### src/rtl/id_ex_stage.sv
// rtl/id_ex_stage.sv - decode-to-execute pipeline register with write-back bypass and load-use stall
//
// Purpose:
//   Drives the register bank read side from the decode slot. Selects each operand
//   from zero, a same-cycle write-back, or the bank. Detects load-use hazards
//   against the instruction now in EX. Registers the ID/EX boundary.
//
// Ports:
//   clk, rst                  clock (rising edge), asynchronous active-low reset
//   id_*                      decoded instruction in the decode slot
//   r_addr1/2, rd1_en/rd2_en  register bank read address / read enable
//   r_data1/2                 register bank combinational read data
//   wb_wr_en/addr/data        write-back stage write this cycle
//   flush                     squash of the decode slot (branch/jump)
//   hold                      downstream freeze
//   stall                     freeze PC and IF/ID
//   ex_*                      registered ID/EX boundary
//   stall_cnt                 saturating count of hazard bubbles inserted
module id_ex_stage #(
  parameter int WL      = 32,
  parameter int AL      = 5,
  parameter int CW      = 8,
  parameter int MRD_BIT = 1,
  parameter int CNTW    = 16
) (
  input  logic            clk,
  input  logic            rst,
  input  logic            id_valid,
  input  logic [AL-1:0]   id_rs,
  input  logic [AL-1:0]   id_rt,
  input  logic [AL-1:0]   id_rd,
  input  logic            id_uses_rs,
  input  logic            id_uses_rt,
  input  logic [15:0]     id_imm,
  input  logic [CW-1:0]   id_ctrl,
  output logic [AL-1:0]   r_addr1,
  output logic [AL-1:0]   r_addr2,
  output logic            rd1_en,
  output logic            rd2_en,
  input  logic [WL-1:0]   r_data1,
  input  logic [WL-1:0]   r_data2,
  input  logic            wb_wr_en,
  input  logic [AL-1:0]   wb_addr,
  input  logic [WL-1:0]   wb_data,
  input  logic            flush,
  input  logic            hold,
  output logic            stall,
  output logic            ex_valid,
  output logic [WL-1:0]   ex_rs_data,
  output logic [WL-1:0]   ex_rt_data,
  output logic [AL-1:0]   ex_rs,
  output logic [AL-1:0]   ex_rt,
  output logic [AL-1:0]   ex_rd,
  output logic [WL-1:0]   ex_imm,
  output logic [CW-1:0]   ex_ctrl,
  output logic [CNTW-1:0] stall_cnt
);

  localparam logic [AL-1:0] REG_ZERO = '0;

  // ID/EX state
  logic            valid_q,   valid_d;
  logic [WL-1:0]   rs_data_q, rs_data_d;
  logic [WL-1:0]   rt_data_q, rt_data_d;
  logic [AL-1:0]   rs_q,      rs_d;
  logic [AL-1:0]   rt_q,      rt_d;
  logic [AL-1:0]   rd_q,      rd_d;
  logic [WL-1:0]   imm_q,     imm_d;
  logic [CW-1:0]   ctrl_q,    ctrl_d;
  logic [CNTW-1:0] cnt_q,     cnt_d;

  logic [WL-1:0]   rs_sel;
  logic [WL-1:0]   rt_sel;
  logic [WL-1:0]   imm_ext;
  logic            ex_is_load;
  logic            haz_rs;
  logic            haz_rt;
  logic            haz;

  // Operand select. The bank writes on the clock edge, so a write-back landing
  // this cycle is not yet visible on r_data and must be bypassed. The read
  // enable gates the bank path because the bank drives X when not enabled.
  function automatic logic [WL-1:0] operand_sel(
    input logic            rd_en,
    input logic [AL-1:0]   addr,
    input logic [WL-1:0]   bank_data,
    input logic            wb_en,
    input logic [AL-1:0]   wb_a,
    input logic [WL-1:0]   wb_d
  );
    logic [WL-1:0] res;
    if (!rd_en || addr == REG_ZERO) begin
      res = '0;
    end else if (wb_en && wb_a == addr && wb_a != REG_ZERO) begin
      res = wb_d;
    end else begin
      res = bank_data;
    end
    return res;
  endfunction

  // Register bank read side
  assign r_addr1 = id_rs;
  assign r_addr2 = id_rt;
  assign rd1_en  = id_valid & id_uses_rs;
  assign rd2_en  = id_valid & id_uses_rt;

  always_comb begin
    rs_sel = operand_sel(rd1_en, id_rs, r_data1, wb_wr_en, wb_addr, wb_data);
    rt_sel = operand_sel(rd2_en, id_rt, r_data2, wb_wr_en, wb_addr, wb_data);
  end

  assign imm_ext = {{(WL-16){id_imm[15]}}, id_imm};

  // Load-use hazard: the load in EX has not produced its data yet, so a
  // dependent decode instruction must wait one cycle behind a bubble.
  assign ex_is_load = valid_q & ctrl_q[MRD_BIT];
  assign haz_rs     = id_uses_rs & (rt_q == id_rs);
  assign haz_rt     = id_uses_rt & (rt_q == id_rt);
  assign haz        = id_valid & ex_is_load & (rt_q != REG_ZERO) & (haz_rs | haz_rt);

  // A flushed decode slot is discarded, so nothing upstream needs freezing.
  assign stall = ~flush & (haz | hold);

  // Next-state, priority flush > hold > hazard bubble > capture
  always_comb begin
    valid_d   = valid_q;
    rs_data_d = rs_data_q;
    rt_data_d = rt_data_q;
    rs_d      = rs_q;
    rt_d      = rt_q;
    rd_d      = rd_q;
    imm_d     = imm_q;
    ctrl_d    = ctrl_q;
    cnt_d     = cnt_q;

    if (flush) begin
      valid_d = 1'b0;
      ctrl_d  = '0;
    end else if (hold) begin
      // freeze: everything retains
    end else if (haz) begin
      valid_d = 1'b0;
      ctrl_d  = '0;
      if (cnt_q != {CNTW{1'b1}}) begin
        cnt_d = cnt_q + 1'b1;
      end
    end else begin
      valid_d   = id_valid;
      ctrl_d    = id_valid ? id_ctrl : '0;
      rs_data_d = rs_sel;
      rt_data_d = rt_sel;
      imm_d     = imm_ext;
      rs_d      = id_rs;
      rt_d      = id_rt;
      rd_d      = id_rd;
    end
  end

  always_ff @(posedge clk or negedge rst) begin
    if (!rst) begin
      valid_q   <= 1'b0;
      rs_data_q <= '0;
      rt_data_q <= '0;
      rs_q      <= '0;
      rt_q      <= '0;
      rd_q      <= '0;
      imm_q     <= '0;
      ctrl_q    <= '0;
      cnt_q     <= '0;
    end else begin
      valid_q   <= valid_d;
      rs_data_q <= rs_data_d;
      rt_data_q <= rt_data_d;
      rs_q      <= rs_d;
      rt_q      <= rt_d;
      rd_q      <= rd_d;
      imm_q     <= imm_d;
      ctrl_q    <= ctrl_d;
      cnt_q     <= cnt_d;
    end
  end

  assign ex_valid   = valid_q;
  assign ex_rs_data = rs_data_q;
  assign ex_rt_data = rt_data_q;
  assign ex_rs      = rs_q;
  assign ex_rt      = rt_q;
  assign ex_rd      = rd_q;
  assign ex_imm     = imm_q;
  assign ex_ctrl    = ctrl_q;
  assign stall_cnt  = cnt_q;

endmodule

### config.mk
export PLATFORM = sky130hd
export DESIGN_NAME = id_ex_stage
export DESIGN_NICKNAME = d
export VERILOG_FILES = /design/src/rtl/id_ex_stage.sv
export SDC_FILE = /design/constraint.sdc
export NUM_CORES = 1
export LEC_CHECK = 0
export CORE_MARGIN = 2
export CORE_UTILIZATION = 35
export DETAILED_ROUTE_END_ITERATION = 7
export HOLD_SLACK_MARGIN = 0.05
export PLACE_DENSITY = 0.74
export SETUP_SLACK_MARGIN = 0.02
export SYNTH_ARGS = -nofsm -noshare
export SYNTH_HDL_FRONTEND = slang
export SYNTH_SLANG_ARGS = --single-unit
export TNS_END_PERCENT = 1
### constraint.sdc
create_clock -name clk -period 4.45 [get_ports clk]
set_input_delay 0.445 -clock clk [delete_from_list [all_inputs] [get_ports clk]]
set_output_delay 0.445 -clock clk [all_outputs]
set_load 0.02 [all_outputs]
=== Word level (Yosys, flattened, before mapping) ===
Cells that the tools add are included.

* Add/sub/neg operators: 1
* Eq/ne operators: 6
* Mux-type cells: 11
* Bitwise operators: 14
* Reduce and logical (&&, ||, !) cells: 14

{| class="wikitable"
|+ Operator list
! kind !! number
|-
| 2-to-1 mux 32 bit || 4
|-
| 2-to-1 mux 8 bit || 4
|-
| equality test 5 bit || 4
|-
| adder 16 x 1 -> 16 bit (second input constant) || 1
|-
| != test 16 bit (second input constant) || 1
|-
| zero test 5 bit || 2
|-
| nonzero test 5 bit || 2
|-
| bitwise AND 1 bit || 9
|-
| logical AND 1 bit || 4
|-
| AND reduction 4 bit || 1
|-
| 2-to-1 mux 1 bit || 3
|-
| inverter 1 bit || 3
|-
| AND reduction 3 bit || 1
|-
| zero test 1 bit || 2
|-
| logical OR 1 bit || 2
|-
| != test 2 bit (second input constant) || 1
|-
| OR 1 bit || 2
|}

* Bits in registers: 120
* Input bits: 148
* Output and inout bits: 149
* Word-level logic and storage cells: 55

=== Depth between registers and ports, before layout ===
Gate-level depths: netlist (run 1).

* Depth after elaboration: 7
* Gate-level depth with buffers: 9

=== Least setup slack after synthesis (run 1) ===
Ideal clock, no wire load.

* Kind: register -> output
* From: register rt_q[1], in the netlist ex_rt[1]
* To: output stall
* Arrival: 1761 ps
* Data required time: 4005 ps
* Setup slack: 2244 ps
* Stages on the path, launching flop included: 8
* Path buffers: 2
* Cells stage by stage: dfrtp_1 -> xnor2_1 -> nand4_1 -> o22ai_1 -> o211ai_2 -> buf_4 -> buf_2 -> a21oi_1

* Cells in the longest elaborated chain, start to end: 6

{| class="wikitable"
|+ Ends and longest elaborated chain
! item !! RTL line !! text
|-
| from (decl) || 66 || <nowiki>logic [AL-1:0] rt_q, rt_d;</nowiki>
|-
| from (signal assigned) || 176 || <nowiki>rt_q <= rt_d;</nowiki>
|-
| equality test 5 bit (on tied branches) || 118, 119 ||
|-
| bitwise AND 1 bit (on tied branches) || 118, 119 ||
|-
| OR 1 bit || 120 || <nowiki>assign haz = id_valid & ex_is_load & (rt_q != REG_ZERO) & (haz_rs | haz_rt);</nowiki>
|-
| bitwise AND 1 bit (*) || 120 ||
|-
| OR 1 bit (*) || 123 || <nowiki>assign stall = ~flush & (haz | hold);</nowiki>
|-
| bitwise AND 1 bit (*) || 123 ||
|-
| to (decl) || 47 || <nowiki>output logic stall,</nowiki>
|}

Mark *: on every way between the ends. The rest lies on a longest branch, timed or not.

=== Final worst setup path (run 1) ===
* From: input id_rt[0]
* To: output stall

* Cells in the longest elaborated chain, start to end: 6

{| class="wikitable"
|+ Ends and longest elaborated chain
! item !! RTL line !! text
|-
| from (decl) || 30 || <nowiki>input logic [AL-1:0] id_rt,</nowiki>
|-
| equality test 5 bit || 119 || <nowiki>assign haz_rt = id_uses_rt & (rt_q == id_rt);</nowiki>
|-
| bitwise AND 1 bit || 119 ||
|-
| OR 1 bit || 120 ||
|-
| bitwise AND 1 bit || 120 ||
|-
| OR 1 bit || 123 ||
|-
| bitwise AND 1 bit || 123 ||
|}

No other way between the ends.

==> run_results.csv, run 1 <==
group,metric,value,unit
place,placement.io_buffers,296,
clock_tree,h-tree-depth,4,
final_layout,final_common_cell,"clkdlybuf4s50_1",
timing,fmax,312,MHz
logic_synthesis,ys.flop_type,"dfrtp_1",
pwr,vdd_drop_max,0.000245,V
detailed_routing,num_vias,4661,
timing,totalNegativeSetupSlack,0,ns
logic_synthesis,synthArstFlopShare,100,%
grt,grt_pass1_wl,28700,um
final_layout,n_fill_cell,1302,
grt,grt.total_usage,21.0,%
critical_path,slowest_stage,"clkdlybuf4s50_1",
logic_synthesis,synth_enable_flop_cells,0,
final_layout,multiInputGateArea,2390,sq um
final_layout,drive_gt1_share,6.36,%
critical_path,crit_chain,"clkdlybuf4s50_1, xnor2_1, nand4_1, o22ai_1, o211ai_2, buf_4, a21oi_1, clkdlybuf4s50_1",
timing,min_period_over_period,71.9,%
final_layout,area_growth,63.5,%
die,core-area,15900,sq um
timing,worst_pin_slew,1.11,ns
logic_synthesis,ys_types,31,
die,die_w,132,um
timing,setup_slack,1.25,ns
timing,rsz0062_at_grt,"false",
detailed_routing,drc,0,
grt,gr-total-overflow,0,
detailed_routing,via_per_inst,4.96,
detailed_routing,drtPass1Iterations,4,
timing,slew_headroom,25.8,%
die,die_area,17300,sq um
final_layout,nets,861,
place,place_ws,1.25,ns
detailed_routing,routed_wl,17800,um
clock_tree,cts_resized,0,
clock_tree,holdBufCountCts,0,
timing,drv_slew,0,
detailed_routing,drt_iter0_drc,210,
final_layout,diodes,0,
critical_path,required,4.01,ns
grt,grt_max_degree,79,
clock_tree,clockRootBuffer,"clkbuf_16",
die,ios,297,
logic_synthesis,syn_area_per_cell,12.9,sq um
timing,finalHoldViolations,0,
timing,fin_skew,0.0166,ns
clock_tree,post_cts_buffers,0,
logic_synthesis,yosysSeqAreaShare,52.6,%
logic_synthesis,yosys_warnings,0,
clock_tree,numCtsBuffers,17,
final_layout,register_area,3000,sq um
logic_synthesis,syn_inst,441,
critical_path,cp_data_arrival_time,2.76,ns
logic_synthesis,synth_nets,590,
grt,antenna_found_initial,0,
pwr,p_per_area,370,nW/um^2
place,dp_hpwl,13200,um
timing,fin_crit,3.20,ns
clock_tree,cts.clk_slew.worst_paths,0.05,ns
grt,first_global_vias,5065,
worst_hold_path,holdCritPathClass,"input pin to asynchronous set/reset pin",
critical_path,setup.worst_path.class,"input pin to output pin",
pwr,p_leak,3.67,nW
die,initial_core_util,35.9,%
critical_path,cp_slowest_stage_delay,0.67,ns
detailed_routing,ant_nets,0,
clock_tree,clock_sinks,120,
critical_path,start_kind,"input pin",
critical_path,crit_path_end_kind,"output pin",
timing,setup_viol,0,
critical_path,cp_max_fo,19,
clock_tree,cts_max_path_buffers,2,
outcome,status,"complete, no violations",
run,drv_cap,0,
critical_path,cp_common_cell,"clkdlybuf4s50_1",
logic_synthesis,yosys_register_bits,120,
clock_tree,cts_tree,"done",
final_layout,final_cell_mix,"295 x clkdlybuf4s50_1, 120 x dfrtp_1, 64 x mux2i_1, 64 x o2bb2ai_1, 32 x mux2_1",
clock_tree,clk_latency,0.41,ns
logic_synthesis,synth_area,5710,sq um
detailed_routing,wl_per_cell,19.0,um
die,rows,46,
place,place.gp.congestion,0.876,
die,die_height,132,um
[cell usage after synthesis (all sizes together), types with 2 or more instances]
| cell type | count | share of area, % |
|---|---|---|
| a32o | 8 | 1.4 |
| and2 | 4 | 0.44 |
| and3 | 2 | 0.22 |
| buf | 51 | 5.7 |
| dfrtp | 120 | 53 |
| inv | 4 | 0.26 |
| mux2 | 32 | 6.3 |
| mux2i | 64 | 11 |
| nand2 | 9 | 0.59 |
| nand3 | 7 | 0.61 |
| nand4 | 5 | 0.55 |
| nor2 | 3 | 0.20 |
| nor3 | 9 | 0.79 |
| nor4 | 6 | 1.2 |
| o2111ai | 2 | 0.53 |
| o21ai | 2 | 0.31 |
| o2bb2ai | 64 | 9.8 |
| or4 | 5 | 0.66 |
| xnor2 | 20 | 3.1 |
| xor2 | 15 | 2.3 |
[metrics by stage]
step                instance area, sq um  utilization [%]  total power [mW]  std cells  hold WS (ns)
floorplan                           5710                -              1.59        441         0.149
global placement                    8690             54.7              1.99        909         0.470
detailed placement                  8690             54.7              2.01        909         0.474
CTS                                 9330             58.8              3.50        939         0.236
global route                        9330             58.8              3.60        939         0.268
finish                              9330             58.8              3.45        939         0.184
[layout make-up]
| cell class | instances | share of cell area, % |
|---|---|---|
| flip-flops and latches | 120 | 32.2 |
| clock inverters | 7 | 1.50 |
| clock buffers | 23 | 5.34 |
| repair buffers | 304 | 32.4 |
| well taps | 216 | 2.90 |
| multi-input cells | 265 | 25.6 |
| inverters | 4 | 0.161 |
[cell families after synthesis]
logic type	share of synthesized area, %
xor gates and xnor gates	5.37
adders and majority gates	0.219
AOI/OAI and AO/OA	12.6
buffers and inverters	6.03
DFF	52.6
muxes	17.5
and+or+nand+nor	5.61
[power breakdown]
| group | switching, mW | internal [mW] |
|---|---|---|
| registers | 0.0615 | 1.18 |
| logic | 0.344 | 0.397 |
| clock network | 0.466 | 1.00 |
[registers in the layout, indices dropped and copies added (netlist names)]
register / flops
ex_rd: 5
ex_imm: 16
ex_rs: 5
ex_rt: 5
ex_rs_data: 32
stall_cnt: 16
ex_rt_data: 32
ex_ctrl: 8
ex_valid: 1
[metal layers]
metal	up-vias	share of wire, %	track usage, %	wire (um)
li1	2163	-	-	-
met1	2302	41	25.5	7300
met2	176	50	35.2	8940
met3	20	7.2	6.83	1280
met4	0	1.7	7.00	309
met5	-	0	0	0
[final timing paths]
check	from	slack, ns	to	depth (start not counted)
min reg2reg	ex_imm[14]	0.48	ex_imm[14]	1
min in group clk	ex_imm[14]	0.48	ex_imm[14]	1
max	id_rt[0]	1.25	stall	8
max in group asynchronous	rst	3.09	ex_rs_data[31]	2
min	rst	0.18	ex_rs_data[14]	1
max reg2reg	ex_rt[3]	1.60	ex_imm[12]	5
[critical path, delay by kind of cell]
family	cells	cell delay, ns
AO/OA/AOI/OAI	3	0.52
XOR/XNOR	1	0.16
buffers and inverters	3	1.52
AND/OR/NAND/NOR	1	0.10
(Power assumes the default switching activity.)
==> run 2: changes to the inputs <==
- PLACE_DENSITY: 0.74 -> 0.77
- clock period: 4.45 -> 2.56 ns (I/O delays scaled with it)
==> run 2 against run 1 <==
Die area did not move. Non-clock buffer count is 22 higher. Routed wire length is 3.2% higher. Total power rose by 75%. Clock skew fell by 0.0086 ns. Via count rose by 3.0%. Critical path depth down 2. Largest cell class unchanged.
==> run_results.csv, run 2 (synthesized netlist as in run 1, its figures left out) <==
group,metric,value,unit
critical_path,cp_data_arrival_time,2.67,ns
place,dp_hpwl,13700,um
clock_tree,cts.clk_slew.worst_paths,0.06,ns
grt,first_global_vias,5211,
detailed_routing,num_vias,4801,
timing,setup_viol,0,
timing,slew_headroom,44.1,%
clock_tree,clock_sinks,120,
timing,fin_crit,2.37,ns
timing,worst_pin_slew,0.832,ns
grt,globalRouteMet1Util,25.9,%
clock_tree,clockRootBuffer,"clkbuf_16",
detailed_routing,wl_per_cell,19.1,um
critical_path,slowest_stage,"or4_1",
critical_path,required,2.85,ns
grt,grt.busiest_layer,"met2",
detailed_routing,ant_nets,0,
place,placed_cells,930,
grt,grt_pass1_wl,29500,um
critical_path,r2r_setup_slack,0.19,ns
final_layout,area_growth,67.5,%
critical_path,cp_max_fo,30,
place,place.gp.congestion,0.864,
clock_tree,clk_latency,0.41,ns
grt,grt_max_degree,56,
detailed_routing,via_per_inst,4.99,
critical_path,cp_slowest_stage_delay,0.54,ns
outcome,status,"complete, no violations",
detailed_routing,routed_wl,18400,um
grt,grtUsageMet2,36.4,%
timing,min_period_over_period,92.8,%
final_layout,drive_gt1_share,9.37,%
final_layout,diodes,0,
detailed_routing,drtPass1Iterations,5,
grt,use_met3,7.02,%
final_layout,design_area,9560,sq um
timing,drv_slew,0,
timing,setup_slack,0.185,ns
pwr,p_leak,3.80,nW
timing,fmax,421,MHz
final_layout,instances_no_fill,963,
critical_path,cp_common_cell,"buf_4",
final_layout,final_cell_mix,"294 x clkdlybuf4s50_1, 120 x dfrtp_1, 64 x mux2i_1, 64 x o2bb2ai_1, 32 x mux2_1",
die,die_height,132,um
detailed_routing,drt_iter0_drc,227,
die,ios,297,
timing,rsz0062_at_grt,"false",
critical_path,crit_path_start,"ex_rt[0]",
critical_path,r2r-start,"ex_rt[0]",
critical_path,start_kind,"register",
final_layout,final_common_cell,"clkdlybuf4s50_1",
place,place_ws,-0.0722,ns
die,initial_core_util,35.9,%
pwr,p_per_area,634,nW/um^2
grt,grt.total_usage,21.3,%
clock_tree,cts_tree,"done",
timing,totalNegativeSetupSlack,0,ns
critical_path,crit_chain,"or4_1, o211ai_2, buf_4, and2_1, buf_4, mux2_1",
clock_tree,cts_max_path_buffers,2,
timing,finalHoldViolations,0,
clock_tree,numCtsBuffers,17,
grt,gr-total-overflow,0,
grt,antenna_found_initial,0,
clock_tree,post_cts_buffers,0,
place,dpl_cell_area,8920,sq um
die,core-area,15900,sq um
die,die_area,17300,sq um
run,drv_cap,0,
worst_hold_path,holdCritPathClass,"input pin to asynchronous set/reset pin",
die,rows,46,
critical_path,setup.worst_path.class,"register to register",
timing,fin_skew,0.00800,ns
final_layout,nets,883,
pwr,vdd_drop_max,0.000405,V
detailed_routing,drc,0,
die,die_w,132,um
critical_path,crit_path_end_kind,"register",
clock_tree,h-tree-depth,4,
place,placement.io_buffers,296,
==> run 2: changes by cell type in the layout (fill, tap and decap cells not counted), sizes merged <==
cell | previous run | this run
buf | 9 | 30
clkbuf | 23 | 18
clkinv | 1 | 4
inv | 4 | 7
clkdlybuf4s50 | 295 | 294
clkinvlp | 2 | 3
dlygate4sd2 | 0 | 1
dlygate4sd3 | 0 | 1
==> run 2: worst paths after layout <==
path                       depth (start not counted)        endpoint
hold reg to reg                                    1       ex_imm[0]
setup / recovery                                   6        ex_rd[4]
hold / removal                                     2  ex_rs_data[11]
min in group clk                                   2        ex_rd[1]
setup reg to reg                                   6        ex_rd[4]
max in group asynchronous                          3   stall_cnt[11]
==> run 2: cell type report <==
| cell class | count | area, sq um |
|---|---|---|
| Timing Repair Buffer | 326 | 3270 |
| Tap cell | 216 | 270 |
| Fill cell | 1295 | 6320 |
| Multi-Input combinational cell | 265 | 2360 |
| Clock buffer | 18 | 439 |
| Clock inverter | 14 | 196 |
| Sequential cell | 120 | 3000 |
| Inverter | 4 | 15.0 |
==> run 2: what timing repair did <==
action,in CTS,in global routing
endpoints found under the setup margin,1,0
resized for setup,1,0
hold endpoints to repair,25,0
hold buffers,1,0
==> run 2: critical path, delay by kind of cell, from the launching register on <==
kind                   cells  cell delay [ns]
buffers and inverters      2             0.62
DFF                        1             0.37
and+or+nand+nor            2             0.70
AOI/OAI and AO/OA          1             0.19
muxes                      1             0.37
==> run 2: metrics by stage <==
step,hold slack [ns],utilization (%),power [mW]
floorplan,-0.0396,-,2.76
global placement,0.194,56.1,3.51
detailed placement,0.201,56.1,3.53
CTS,0.311,60.2,6.13
global route,0.338,60.2,6.29
finish,0.332,60.2,6.06
==> run 2: where the power goes <==
part	leakage (nW)	switching, mW	internal [mW]
combinational	1.94	0.617	0.724
sequential	1.56	0.0994	2.05
clock	0.303	0.905	1.66
==> run 2: routing by layer <==
metal	wire, um	vias up	share of wire, %
li1	-	2212	-
met1	7580	2367	41
met5	0	-	0
met4	293	0	1.6
met3	1300	24	7.1
met2	9220	198	50
